$ cat src/rtl/button_event.sv
// Button event generator: turns debounced button levels into single-cycle
// press / release / long-press / auto-repeat pulses, one FSM per channel.

// Per-channel event FSM with its own hold counter. Every output is registered.
module button_event_lane #(
    parameter int LONG_CYCLES   = 50,
    parameter int REPEAT_CYCLES = 10,
    parameter int CNT_W         = 6
) (
    input  logic clk,
    input  logic rst_n,
    input  logic pb,
    output logic press_p,
    output logic rel_p,
    output logic long_p,
    output logic rep_p,
    output logic held
);
    typedef enum logic [1:0] {
        IDLE   = 2'd0,
        HOLD   = 2'd1,
        REPEAT = 2'd2
    } state_t;

    // Terminal counts. With repeat disabled the repeat terminal is never used,
    // so it is pinned to 0 instead of underflowing.
    localparam logic [CNT_W-1:0] LONG_LAST = CNT_W'(LONG_CYCLES - 1);
    localparam logic [CNT_W-1:0] REP_LAST  = CNT_W'((REPEAT_CYCLES == 0) ? 0 : REPEAT_CYCLES - 1);
    localparam logic [CNT_W-1:0] CNT_ONE   = CNT_W'(1);

    state_t           state_q, state_d;
    logic [CNT_W-1:0] cnt_q, cnt_d;
    logic             press_d, rel_d, long_d, rep_d, held_d;

    // Next-state, counter and next-output decode. A low level always wins
    // over a threshold reached on the same edge.
    always_comb begin
        state_d = state_q;
        cnt_d   = cnt_q;
        press_d = 1'b0;
        rel_d   = 1'b0;
        long_d  = 1'b0;
        rep_d   = 1'b0;
        case (state_q)
            IDLE: begin
                if (pb) begin
                    press_d = 1'b1;
                    cnt_d   = '0;
                    state_d = HOLD;
                end
            end
            HOLD: begin
                if (!pb) begin
                    rel_d   = 1'b1;
                    cnt_d   = '0;
                    state_d = IDLE;
                end else if (cnt_q == LONG_LAST) begin
                    long_d  = 1'b1;
                    cnt_d   = '0;
                    state_d = REPEAT;
                end else begin
                    cnt_d = cnt_q + CNT_ONE;
                end
            end
            REPEAT: begin
                if (!pb) begin
                    rel_d   = 1'b1;
                    cnt_d   = '0;
                    state_d = IDLE;
                end else if (REPEAT_CYCLES == 0) begin
                    cnt_d = '0;
                end else if (cnt_q == REP_LAST) begin
                    rep_d = 1'b1;
                    cnt_d = '0;
                end else begin
                    cnt_d = cnt_q + CNT_ONE;
                end
            end
            default: begin
                state_d = IDLE;
                cnt_d   = '0;
            end
        endcase
        held_d = (state_d != IDLE);
    end

    // State, counter and output registers; reset clears everything at once.
    always_ff @(posedge clk or negedge rst_n) begin
        if (!rst_n) begin
            state_q <= IDLE;
            cnt_q   <= '0;
            press_p <= 1'b0;
            rel_p   <= 1'b0;
            long_p  <= 1'b0;
            rep_p   <= 1'b0;
            held    <= 1'b0;
        end else begin
            state_q <= state_d;
            cnt_q   <= cnt_d;
            press_p <= press_d;
            rel_p   <= rel_d;
            long_p  <= long_d;
            rep_p   <= rep_d;
            held    <= held_d;
        end
    end
endmodule

// Top: WIDTH independent channels, each an instance of the lane FSM.
module button_event #(
    parameter int WIDTH         = 1,
    parameter int LONG_CYCLES   = 50,
    parameter int REPEAT_CYCLES = 10
) (
    input  logic             clk,
    input  logic             rst_n,
    input  logic [WIDTH-1:0] pb_db,
    output logic [WIDTH-1:0] press_p,
    output logic [WIDTH-1:0] rel_p,
    output logic [WIDTH-1:0] long_p,
    output logic [WIDTH-1:0] rep_p,
    output logic [WIDTH-1:0] held
);
    // Counter is sized for the larger of the two intervals, at least 1 bit.
    localparam int MAX_C = (LONG_CYCLES > REPEAT_CYCLES) ? LONG_CYCLES : REPEAT_CYCLES;
    localparam int CNT_W = $clog2((MAX_C > 2) ? MAX_C : 2);

    for (genvar i = 0; i < WIDTH; i++) begin : g_lane
        button_event_lane #(
            .LONG_CYCLES  (LONG_CYCLES),
            .REPEAT_CYCLES(REPEAT_CYCLES),
            .CNT_W        (CNT_W)
        ) u_lane (
            .clk    (clk),
            .rst_n  (rst_n),
            .pb     (pb_db[i]),
            .press_p(press_p[i]),
            .rel_p  (rel_p[i]),
            .long_p (long_p[i]),
            .rep_p  (rep_p[i]),
            .held   (held[i])
        );
    end
endmodule

$ cat config.mk
export PLATFORM = sky130hd
export DESIGN_NAME = button_event
export DESIGN_NICKNAME = d
export VERILOG_FILES = /design/src/rtl/button_event.sv
export SDC_FILE = /design/constraint.sdc
export NUM_CORES = 1
export LEC_CHECK = 0
export CAP_MARGIN = 20
export CORE_AREA = 4 4 41 43
export CTS_CLUSTER_SIZE = 30
export DETAILED_ROUTE_END_ITERATION = 12
export DIE_AREA = 0 0 45 47
export DONT_BUFFER_PORTS = 1
export GPL_TIMING_DRIVEN = 0
export PLACE_DENSITY = 0.71
export REMOVE_ABC_BUFFERS = 1
export SLEW_MARGIN = 5
export SYNTH_ARGS = -nofsm -noshare
export SYNTH_HDL_FRONTEND = slang
export SYNTH_SLANG_ARGS = --single-unit
$ cat constraint.sdc
create_clock -name clk -period 4.3 [get_ports clk]
set_input_delay 0.43 -clock clk [delete_from_list [all_inputs] [get_ports clk]]
set_output_delay 0.43 -clock clk [all_outputs]
set_load 0.005 [all_outputs]
==> report_table.html, run 1 <==
<table>
<tr><th>Metric</th><th>Value</th></tr>
<tr><th colspan="2">Final layout</th></tr>
<tr><td>Ant diodes</td><td>0</td></tr>
<tr><td>Layout cells sized above 1</td><td>between 10% and 20%</td></tr>
<tr><td>Final-layout fill cell count</td><td>between 100 and 150</td></tr>
<tr><td>Final #Nets</td><td>83</td></tr>
<tr><td>Area taken by multi-input logic gates</td><td>between 300 and 400 µm²</td></tr>
<tr><td>Layout Area Growth over Synthesis</td><td>7.01%</td></tr>
<tr><td>Reg area</td><td>around 330 µm²</td></tr>
<tr><th colspan="2">Power and ir drop</th></tr>
<tr><td>Post-layout power</td><td>roughly 0.00033 W</td></tr>
<tr><td>Worst VDD drop</td><td>between 0.2 and 0.3 mV</td></tr>
<tr><td>Pwr/cell area</td><td>around 430 mW/mm²</td></tr>
<tr><td>Leakage power figure</td><td>roughly 0.32 nW</td></tr>
<tr><th colspan="2">Drt</th></tr>
<tr><td>Total number of vias</td><td>~530</td></tr>
<tr><td>Post-DR vias/cell</td><td>between 6 and 7</td></tr>
<tr><td>Initial DRC count</td><td>23</td></tr>
<tr><td>Mean routed wirelength per cell</td><td>about 15 µm</td></tr>
<tr><td>Number of detailed-routing iterations run before antenna repair</td><td>4</td></tr>
<tr><td>DRC Markers</td><td>0</td></tr>
<tr><td>ANT nets after route</td><td>0</td></tr>
<tr><td>Wire length reported by the detailed router</td><td>approximately 1300 µm</td></tr>
<tr><th colspan="2">Setup path</th></tr>
<tr><td>Endpoint of the worst register-to-register path</td><td>g_lane[0].u_lane.cnt_q[4]</td></tr>
<tr><td>Critical Path, Cell by Cell</td><td>inv_1 &gt; ha_1 &gt; nor4b_1 &gt; a21boi_2 &gt; o21ai_2 &gt; o211ai_1</td></tr>
<tr><td>RR Startpoint</td><td>g_lane[0].u_lane.cnt_q[1]</td></tr>
<tr><td>Crit path required time</td><td>around 4.5 ns</td></tr>
<tr><td>Crit. Startpoint</td><td>g_lane[0].u_lane.cnt_q[1]</td></tr>
<tr><td>Critical path capture point</td><td>g_lane[0].u_lane.cnt_q[4]</td></tr>
<tr><td>Largest driver fanout on the critical path</td><td>5</td></tr>
<tr><td>Cells on worst reg2reg path</td><td>6</td></tr>
<tr><td>Crit Path Category</td><td>reg -&gt; reg</td></tr>
<tr><td>Worst EP arrival</td><td>around 1.9 ns</td></tr>
<tr><td>Crit. End Element</td><td>flip-flop</td></tr>
<tr><td>Critical-path top delay cell</td><td>sky130_fd_sc_hd__nor4b_1</td></tr>
<tr><td>Worst Setup Start Kind</td><td>flip-flop</td></tr>
<tr><td>Worst R2R Setup Slack</td><td>2.51 ns</td></tr>
<tr><td>Delay of the slowest critical-path stage</td><td>0.45 ns</td></tr>
<tr><th colspan="2">Yosys</th></tr>
<tr><td>Number of register bits inferred by synthesis</td><td>13</td></tr>
<tr><td>Share of synthesized flip-flops with an asynchronous set or reset</td><td>100%</td></tr>
<tr><td>Most used flip-flop cell after synthesis</td><td>sky130_fd_sc_hd__dfrtp_1</td></tr>
<tr><td>Post-Synth XOR/XNOR Area</td><td>0%</td></tr>
<tr><td>Number of different library cells in the post-synthesis netlist</td><td>27</td></tr>
<tr><td>Sequential-to-total area share from yosys stat</td><td>a little under half</td></tr>
<tr><td>Cell count after synthesis</td><td>69</td></tr>
<tr><td>Largest cells by area after synthesis</td><td>sky130_fd_sc_hd__dfrtp_1 46%, sky130_fd_sc_hd__ha_1 11%, sky130_fd_sc_hd__nand2_1 5.3%</td></tr>
<tr><td>Leading area contributor after synthesis</td><td>sky130_fd_sc_hd__dfrtp_1</td></tr>
<tr><td>Top cell type's share of synthesized area</td><td>between 40% and 50%</td></tr>
<tr><td>Post-Synth Adder-Cell Area</td><td>10.5%</td></tr>
<tr><td>Synthesized area per cell</td><td>about 10 µm²</td></tr>
<tr><td>Dominant combinational cell family by area after synthesis</td><td>simple AND/OR/NAND/NOR gates</td></tr>
<tr><td>Area of the mapped netlist</td><td>roughly 710 µm²</td></tr>
<tr><td>Share of the synthesized area in compound gates (AO/OA/AOI/OAI)</td><td>between 10% and 20%</td></tr>
<tr><td>Most frequent cell after synthesis</td><td>sky130_fd_sc_hd__dfrtp_1</td></tr>
<tr><td>EDFF count, synth</td><td>0</td></tr>
<tr><td>Multiplexer area fraction after synthesis</td><td>0%</td></tr>
<tr><td>Leading post-synthesis cells by instance count</td><td>13 x sky130_fd_sc_hd__dfrtp_1, 10 x sky130_fd_sc_hd__nand2_1, 6 x sky130_fd_sc_hd__ha_1</td></tr>
<tr><td>Yosys Warn Count</td><td>0</td></tr>
<tr><td>Post-synthesis share of cell area spent on and, or, nand and nor gates</td><td>a little over a fifth</td></tr>
<tr><th colspan="2">Placement</th></tr>
<tr><td>Number of I/O port buffers</td><td>0</td></tr>
<tr><td>Routability-driven placement congestion ratio</td><td>about 0.77</td></tr>
<tr><td>Half-perimeter wire length after placement</td><td>~960 µm</td></tr>
<tr><th colspan="2">Global routing</th></tr>
<tr><td>First-pass GRT wire length</td><td>roughly 2300 µm</td></tr>
<tr><td>Maximum number of pins on one net before global-route repair</td><td>14</td></tr>
<tr><td>Total Routing Usage GR</td><td>about 15%</td></tr>
<tr><td>Via count of the first global-routing pass</td><td>~530</td></tr>
<tr><td>Initial antenna violation count</td><td>0</td></tr>
<tr><td>Remaining global-route overflow</td><td>0</td></tr>
<tr><th colspan="2">Timing</th></tr>
<tr><td>Clk_skew</td><td>between 0.004 and 0.005 ns</td></tr>
<tr><td>Max Freq</td><td>approximately 0.56 GHz</td></tr>
<tr><td>Slew @ Worst Pin</td><td>around 0.58 ns</td></tr>
<tr><td>Final cycle utilization of the critical path</td><td>~42%</td></tr>
<tr><td>Final Critical Period</td><td>1.79 ns</td></tr>
<tr><td>Final slew viol count</td><td>0</td></tr>
<tr><td>Remaining max-slew budget at the tightest pin</td><td>approximately three fifths</td></tr>
<tr><td>Setup violation total in the final timing report</td><td>0</td></tr>
<tr><td>Unrepaired setup endpoints after global routing</td><td>no</td></tr>
<tr><td>Sum Neg Setup Slack</td><td>0 ns</td></tr>
<tr><td>Final hold violation count</td><td>0</td></tr>
<tr><th colspan="2">Floorplan</th></tr>
<tr><td>Die area</td><td>around 0.0021 mm²</td></tr>
<tr><td>Num rows</td><td>13</td></tr>
<tr><td>Starting density of the core</td><td>between 50% and 60%</td></tr>
<tr><td>Die Y-Extent</td><td>about 47 µm</td></tr>
<tr><td>Die X-Extent</td><td>between 40 and 50 µm</td></tr>
<tr><td>Num ports</td><td>8</td></tr>
<tr><td>Area of the core</td><td>~0.0013 mm²</td></tr>
<tr><th colspan="2">Run status</th></tr>
<tr><td>Outcome</td><td>completed</td></tr>
<tr><th colspan="2">Clock tree</th></tr>
<tr><td>Clock slew at the register clock pins of the worst setup and hold paths</td><td>about 0.090 ns</td></tr>
<tr><td>H-tree levels</td><td>1</td></tr>
<tr><td>Total clock sinks</td><td>13</td></tr>
<tr><td>Master cell of the clock root buffer</td><td>sky130_fd_sc_hd__clkbuf_4</td></tr>
<tr><td>TritonCTS clock tree</td><td>done</td></tr>
<tr><td>Worst-skew pair later-pin latency</td><td>roughly 0.28 ns</td></tr>
<tr><td>Post-CTS setup buffers</td><td>0</td></tr>
<tr><td>Number of clock buffers inserted by TritonCTS</td><td>3</td></tr>
<tr><td>Maximum buffer depth of the clock tree</td><td>2</td></tr>
<tr><th colspan="2">Job</th></tr>
<tr><td>Number of max-capacitance violations reported</td><td>0</td></tr>
<tr><th colspan="2">Hold path</th></tr>
<tr><td>Worst hold path class</td><td>in -&gt; reg</td></tr>
</table>
## how the worst min path moves through the flow
| stage | start | to | slack, ns | depth (start not counted) |
|---|---|---|---|---|
| 5_1_grt | pb_db | g_lane[0].u_lane.rel_p | 0.20 | 1 |
| 3_3_place_gp | rst_n | g_lane[0].u_lane.press_p | 0.13 | 0 |
| 3_5_place_dp | rst_n | g_lane[0].u_lane.rel_p | 0.13 | 0 |
| 2_1_floorplan | rst_n | g_lane[0].u_lane.cnt_q[0] | 0.13 | 0 |
| 4_1_cts | pb_db | g_lane[0].u_lane.rel_p | 0.20 | 1 |
| 6_report | pb_db | g_lane[0].u_lane.rel_p | 0.20 | 1 |
## critical path: cells and delay by family (launching register included)
family                   cells  cell delay [ns]
flip-flops                   1             0.43
AO/OA/AOI/OAI                3             0.57
adder cells (fa/ha/maj)      1             0.15
AND/OR/NAND/NOR              1             0.45
buffers and inverters        1             0.07
## cells in the final DEF, fill, tap and decap left out
| cell type | Yosys | routed |
|---|---|---|
| sky130_fd_sc_hd__dlygate4sd3_1 | 0 | 1 |
| sky130_fd_sc_hd__nand3_1 | 3 | 3 |
| sky130_fd_sc_hd__nor4b_1 | 1 | 1 |
| sky130_fd_sc_hd__clkbuf_4 | 0 | 3 |
| sky130_fd_sc_hd__a21oi_1 | 2 | 2 |
| sky130_fd_sc_hd__o21ai_0 | 3 | 3 |
| sky130_fd_sc_hd__o21a_1 | 1 | 1 |
| sky130_fd_sc_hd__and4_2 | 2 | 2 |
| sky130_fd_sc_hd__o211ai_1 | 3 | 3 |
| sky130_fd_sc_hd__nor3_1 | 1 | 1 |
| sky130_fd_sc_hd__clkbuf_1 | 0 | 1 |
| sky130_fd_sc_hd__a21boi_2 | 2 | 2 |
| sky130_fd_sc_hd__nand4_1 | 1 | 1 |
| sky130_fd_sc_hd__o221ai_1 | 2 | 2 |
| sky130_fd_sc_hd__and4bb_2 | 1 | 1 |
| sky130_fd_sc_hd__o31a_2 | 1 | 1 |
| sky130_fd_sc_hd__o2111ai_1 | 2 | 2 |
| sky130_fd_sc_hd__o311ai_1 | 1 | 1 |
| sky130_fd_sc_hd__dfrtp_1 | 13 | 13 |
| sky130_fd_sc_hd__ha_1 | 6 | 6 |
| sky130_fd_sc_hd__or2_1 | 1 | 1 |
| sky130_fd_sc_hd__nor2_1 | 1 | 1 |
| sky130_fd_sc_hd__nand2_1 | 10 | 10 |
| sky130_fd_sc_hd__nand2b_1 | 1 | 1 |
| sky130_fd_sc_hd__or3_2 | 1 | 1 |
| sky130_fd_sc_hd__inv_1 | 4 | 4 |
| sky130_fd_sc_hd__o21ai_2 | 1 | 1 |
| sky130_fd_sc_hd__nor2b_1 | 2 | 2 |
| sky130_fd_sc_hd__and2_1 | 2 | 2 |
## routing by layer
layer	vias to the layer above	global-route usage [%]	wire, µm
li1	264	-	-
met1	249	18.6	614
met2	16	26.3	640
met3	2	2.30	59
met4	0	8.77	11
met5	-	0	0
## timing repair
action / in CTS / in global routing
hold endpoints to repair: 13 / 0
hold buffers: 1 / 0
gates resized for setup: 0 / 0
## sequential cells by signal (all words and copies together), names as in the netlist
register	flops
g_lane.u_lane.cnt_q	6
g_lane.u_lane.held	1
g_lane.u_lane.long_p	1
g_lane.u_lane.press_p	1
g_lane.u_lane.rel_p	1
g_lane.u_lane.rep_p	1
g_lane.u_lane.state_q	2
## power by group
part / internal, W / switching [W]
clock: 0.0000359 / 0.0000420
sequential: 0.000141 / 0.0000166
combinational: 0.0000366 / 0.0000534
total: 0.000213 / 0.000112
## per-stage QoR
stage / setup slack [ns] / utilization, % / area (µm²) / std cells / hold WS, ns
after global placement: 2.61 / 56.0 / 728 / 83 / 0.135
after floorplan: 2.75 / - / 709 / 68 / 0.134
final: 2.51 / 58.8 / 764 / 88 / 0.203
after detailed placement: 2.55 / 56.0 / 728 / 83 / 0.135
after CTS: 2.53 / 58.8 / 764 / 88 / 0.203
after global routing: 2.34 / 58.8 / 764 / 88 / 0.198
## kinds of logic (layout without fill, tap and decap cells)
group | after synthesis | after routing
buffers and inverters | 5 | 9
AND/OR/NAND/NOR | 27 | 27
flip-flops | 13 | 13
AO/OA/AOI/OAI | 18 | 18
adder cells (fa/ha/maj) | 6 | 6
## final cells by class
cell class / instances / area share, %
clock buffer: 4 / 3.44
inverter: 4 / 1.96
multi-input combinational: 51 / 48.3
sequential: 13 / 42.6
tap: 15 / 2.45
timing repair buffer: 1 / 1.31
(Power assumes the default switching activity.)
==> inputs of run 2 (changes only) <==
Clock period 4.3 ns to 1.85 ns, I/O delays scaled along.
==> run 2 against run 1 <==
- clock power is 130% higher
- sequential share of layout area shrank 0.89 points
- core utilization rose by 1.2 points
- flip-flop and latch count unchanged
- die area is the same
- non-clock buffer count rose by 1
- wire length shrank 0.45%
- count of clock-buffer cells in the layout is the same
- register-to-register slack worse by 2.4 ns
- largest power group unchanged
==> report_table.html, run 2 (same netlist as run 1, synthesis figures left out) <==
<table>
<tr><th>Metric</th><th>Value</th></tr>
<tr><th colspan="2">Run status</th></tr>
<tr><td>Outcome</td><td>completed</td></tr>
<tr><th colspan="2">Placement</th></tr>
<tr><td>Half-perimeter wire length after placement</td><td>964 µm</td></tr>
<tr><td>Number of I/O port buffers</td><td>0</td></tr>
<tr><td>Routability-driven placement congestion ratio</td><td>approximately 0.77</td></tr>
<tr><td>Total cell area at the placement stage</td><td>between 700 and 800 µm²</td></tr>
<tr><th colspan="2">Timing</th></tr>
<tr><td>Max Freq</td><td>between 0.5 and 0.6 GHz</td></tr>
<tr><td>Clk_skew</td><td>0.00305 ns</td></tr>
<tr><td>Final cycle utilization of the critical path</td><td>between 90% and 100%</td></tr>
<tr><td>Sum Neg Setup Slack</td><td>0 ns</td></tr>
<tr><td>Final Critical Period</td><td>between 1.5 and 2 ns</td></tr>
<tr><td>Remaining max-slew budget at the tightest pin</td><td>61.2%</td></tr>
<tr><td>Final slew viol count</td><td>0</td></tr>
<tr><td>Final hold violation count</td><td>0</td></tr>
<tr><td>Setup violation total in the final timing report</td><td>0</td></tr>
<tr><td>Unrepaired setup endpoints after global routing</td><td>no</td></tr>
<tr><td>Slew @ Worst Pin</td><td>0.581 ns</td></tr>
<tr><th colspan="2">Final layout</th></tr>
<tr><td>Layout cells sized above 1</td><td>~16%</td></tr>
<tr><td>Final #Nets</td><td>84</td></tr>
<tr><td>Most common library cell in the layout ignoring fill and taps</td><td>sky130_fd_sc_hd__dfrtp_1</td></tr>
<tr><td>Final-layout fill cell count</td><td>about 120</td></tr>
<tr><td>Layout Area Growth over Synthesis</td><td>9.28%</td></tr>
<tr><td>Highest-count cells in the layout ignoring fill and taps</td><td>13 x sky130_fd_sc_hd__dfrtp_1, 10 x sky130_fd_sc_hd__nand2_1, 6 x sky130_fd_sc_hd__ha_1</td></tr>
<tr><td>Finished Cell Area</td><td>~780 µm²</td></tr>
<tr><td>Top register by number of flip-flops</td><td>g_lane.u_lane.cnt_q</td></tr>
<tr><td>Registers with the most flip-flops</td><td>g_lane.u_lane.cnt_q (6), g_lane.u_lane.state_q (2)</td></tr>
<tr><td>Number of flip-flops under the largest register name</td><td>6</td></tr>
<tr><td>Ant diodes</td><td>0</td></tr>
<tr><th colspan="2">Drt</th></tr>
<tr><td>DRC Markers</td><td>0</td></tr>
<tr><td>Total number of vias</td><td>534</td></tr>
<tr><td>Mean routed wirelength per cell</td><td>approximately 15 µm</td></tr>
<tr><td>Initial DRC count</td><td>17</td></tr>
<tr><td>ANT nets after route</td><td>0</td></tr>
<tr><td>Number of detailed-routing iterations run before antenna repair</td><td>4</td></tr>
<tr><td>Post-DR vias/cell</td><td>approximately 6.0</td></tr>
<tr><td>Wire length reported by the detailed router</td><td>roughly 1300 µm</td></tr>
<tr><th colspan="2">Power and ir drop</th></tr>
<tr><td>Pwr/cell area</td><td>just under 1000 mW/mm²</td></tr>
<tr><td>Worst VDD drop</td><td>0.671 mV</td></tr>
<tr><td>Power share of the combinational group</td><td>around 28%</td></tr>
<tr><td>Part of the total power dissipated in the clock network</td><td>about a quarter</td></tr>
<tr><td>Net switching fraction of the power</td><td>approximately 34%</td></tr>
<tr><td>Sequential share of power</td><td>between 40% and 50%</td></tr>
<tr><td>Leakage power figure</td><td>0.330 nW</td></tr>
<tr><td>Switch Pwr</td><td>0.000260 W</td></tr>
<tr><td>Int Power</td><td>0.000499 W</td></tr>
<tr><th colspan="2">Setup path</th></tr>
<tr><td>Critical Path, Cell by Cell</td><td>inv_1 &gt; ha_1 &gt; nor2b_1 &gt; or3_2 &gt; o211ai_1</td></tr>
<tr><td>Critical-path top delay cell</td><td>sky130_fd_sc_hd__or3_2</td></tr>
<tr><td>Worst R2R Setup Slack</td><td>~0.13 ns</td></tr>
<tr><td>Crit path required time</td><td>roughly 2 ns</td></tr>
<tr><td>Crit Path Category</td><td>reg -&gt; reg</td></tr>
<tr><td>Crit. End Element</td><td>flip-flop</td></tr>
<tr><td>Largest driver fanout on the critical path</td><td>7</td></tr>
<tr><td>Worst EP arrival</td><td>1.92 ns</td></tr>
<tr><td>Delay of the slowest critical-path stage</td><td>0.47 ns</td></tr>
<tr><td>Worst Setup Start Kind</td><td>flip-flop</td></tr>
<tr><th colspan="2">Clock tree</th></tr>
<tr><td>Master cell of the clock root buffer</td><td>sky130_fd_sc_hd__clkbuf_4</td></tr>
<tr><td>Maximum buffer depth of the clock tree</td><td>2</td></tr>
<tr><td>Clock slew at the register clock pins of the worst setup and hold paths</td><td>roughly 0.09 ns</td></tr>
<tr><td>Worst-skew pair later-pin latency</td><td>around 0.28 ns</td></tr>
<tr><td>H-tree levels</td><td>1</td></tr>
<tr><td>TritonCTS clock tree</td><td>done</td></tr>
<tr><td>Number of clock buffers inserted by TritonCTS</td><td>3</td></tr>
<tr><td>Total clock sinks</td><td>13</td></tr>
<tr><th colspan="2">Global routing</th></tr>
<tr><td>Met3 Track Usage GR</td><td>2.30%</td></tr>
<tr><td>First-pass GRT wire length</td><td>between 2000 and 2500 µm</td></tr>
<tr><td>Met2 GRT Util</td><td>approximately a quarter</td></tr>
<tr><td>Met1 GRT Util</td><td>18.8%</td></tr>
<tr><td>Initial antenna violation count</td><td>0</td></tr>
<tr><td>Via count of the first global-routing pass</td><td>between 500 and 600</td></tr>
<tr><td>Remaining global-route overflow</td><td>0</td></tr>
<tr><td>Maximum number of pins on one net before global-route repair</td><td>14</td></tr>
<tr><td>Total Routing Usage GR</td><td>between 10% and 20%</td></tr>
<tr><td>Routing layer with the top usage in global route</td><td>met2</td></tr>
<tr><th colspan="2">Floorplan</th></tr>
<tr><td>Starting density of the core</td><td>a little over half</td></tr>
<tr><td>Num ports</td><td>8</td></tr>
<tr><td>Num rows</td><td>13</td></tr>
<tr><td>Die X-Extent</td><td>between 40 and 50 µm</td></tr>
<tr><td>Die area</td><td>approximately 0.0021 mm²</td></tr>
<tr><td>Area of the core</td><td>about 0.0013 mm²</td></tr>
<tr><td>Die Y-Extent</td><td>47 µm</td></tr>
<tr><th colspan="2">Job</th></tr>
<tr><td>Number of max-capacitance violations reported</td><td>0</td></tr>
<tr><th colspan="2">Hold path</th></tr>
<tr><td>Worst hold path class</td><td>in -&gt; reg</td></tr>
</table>
==> run 2: changes by cell type in the layout (fill, tap and decap cells not counted) <==
cell	delta
sky130_fd_sc_hd__dlygate4sd3_1	+1
sky130_fd_sc_hd__nor4b_1	-1
sky130_fd_sc_hd__nor4b_2	+1
==> run 2: power groups by stage <==
stage	clock (W)	sequential, W	combinational (W)
after floorplan	0	0.000362	0.000159
after global placement	0	0.000369	0.000195
after detailed placement	0	0.000372	0.000195
after CTS	0.000182	0.000366	0.000208
after global routing	0.000192	0.000372	0.000241
final	0.000182	0.000365	0.000212
==> run 2: worst paths after layout <==
check / from / to / cells past startpoint
worst min register to register: g_lane[0].u_lane.cnt_q[0] / g_lane[0].u_lane.cnt_q[0] / 1
worst min-delay path: pb_db / g_lane[0].u_lane.press_p / 1
worst max register to register: g_lane[0].u_lane.state_q[0] / g_lane[0].u_lane.cnt_q[3] / 5
min in group asynchronous: rst_n / g_lane[0].u_lane.rel_p / 1
worst max-delay path: g_lane[0].u_lane.state_q[0] / g_lane[0].u_lane.cnt_q[3] / 5
max in group asynchronous: rst_n / g_lane[0].u_lane.cnt_q[0] / 1
==> run 2: layout make-up <==
| class | instances | area, µm² | share of cell area [%] |
|---|---|---|---|
| tap | 15 | 18.8 | 2.40 |
| multi-input combinational | 51 | 375 | 48.1 |
| clock buffer | 4 | 26.3 | 3.37 |
| sequential | 13 | 325 | 41.7 |
| inverter | 4 | 15.0 | 1.92 |
| timing repair buffer | 2 | 20.0 | 2.56 |
==> run 2: timing repair <==
item / 4_1_cts / 5_1_grt
resized for setup: 0 / 1
hold buffers: 2 / 0
endpoints found under the hold margin: 14 / 0
setup endpoints to repair: 0 / 5
setup buffers: 0 / 0
==> run 2: metal layers <==
metal / vias to the layer above / wire, µm
li1: 262 / -
met1: 255 / 597
met3: 2 / 63
met5: - / 0
met4: 0 / 11
met2: 15 / 647
==> run 2: worst max-delay path: cells and delay by family, from the launching register on <==
family	cells	cell delay, ns
compound gates	1	0.16
fa+ha+maj	1	0.27
buf+inv	1	0.09
flops	1	0.42
simple gates	2	0.71
==> run 2: stage by stage <==
step	util [%]	setup slack [ns]	hold WS, ns	total power (W)	instances
after CTS	59.5	0.0778	0.0464	0.000756	89
after floorplan	-	0.302	-0.111	0.000521	68
after detailed placement	56.0	0.102	-0.110	0.000568	83
final	60.0	0.128	0.0420	0.000759	89
after global routing	60.0	0.0451	0.0365	0.000805	89
after global placement	56.0	0.161	-0.110	0.000564	83
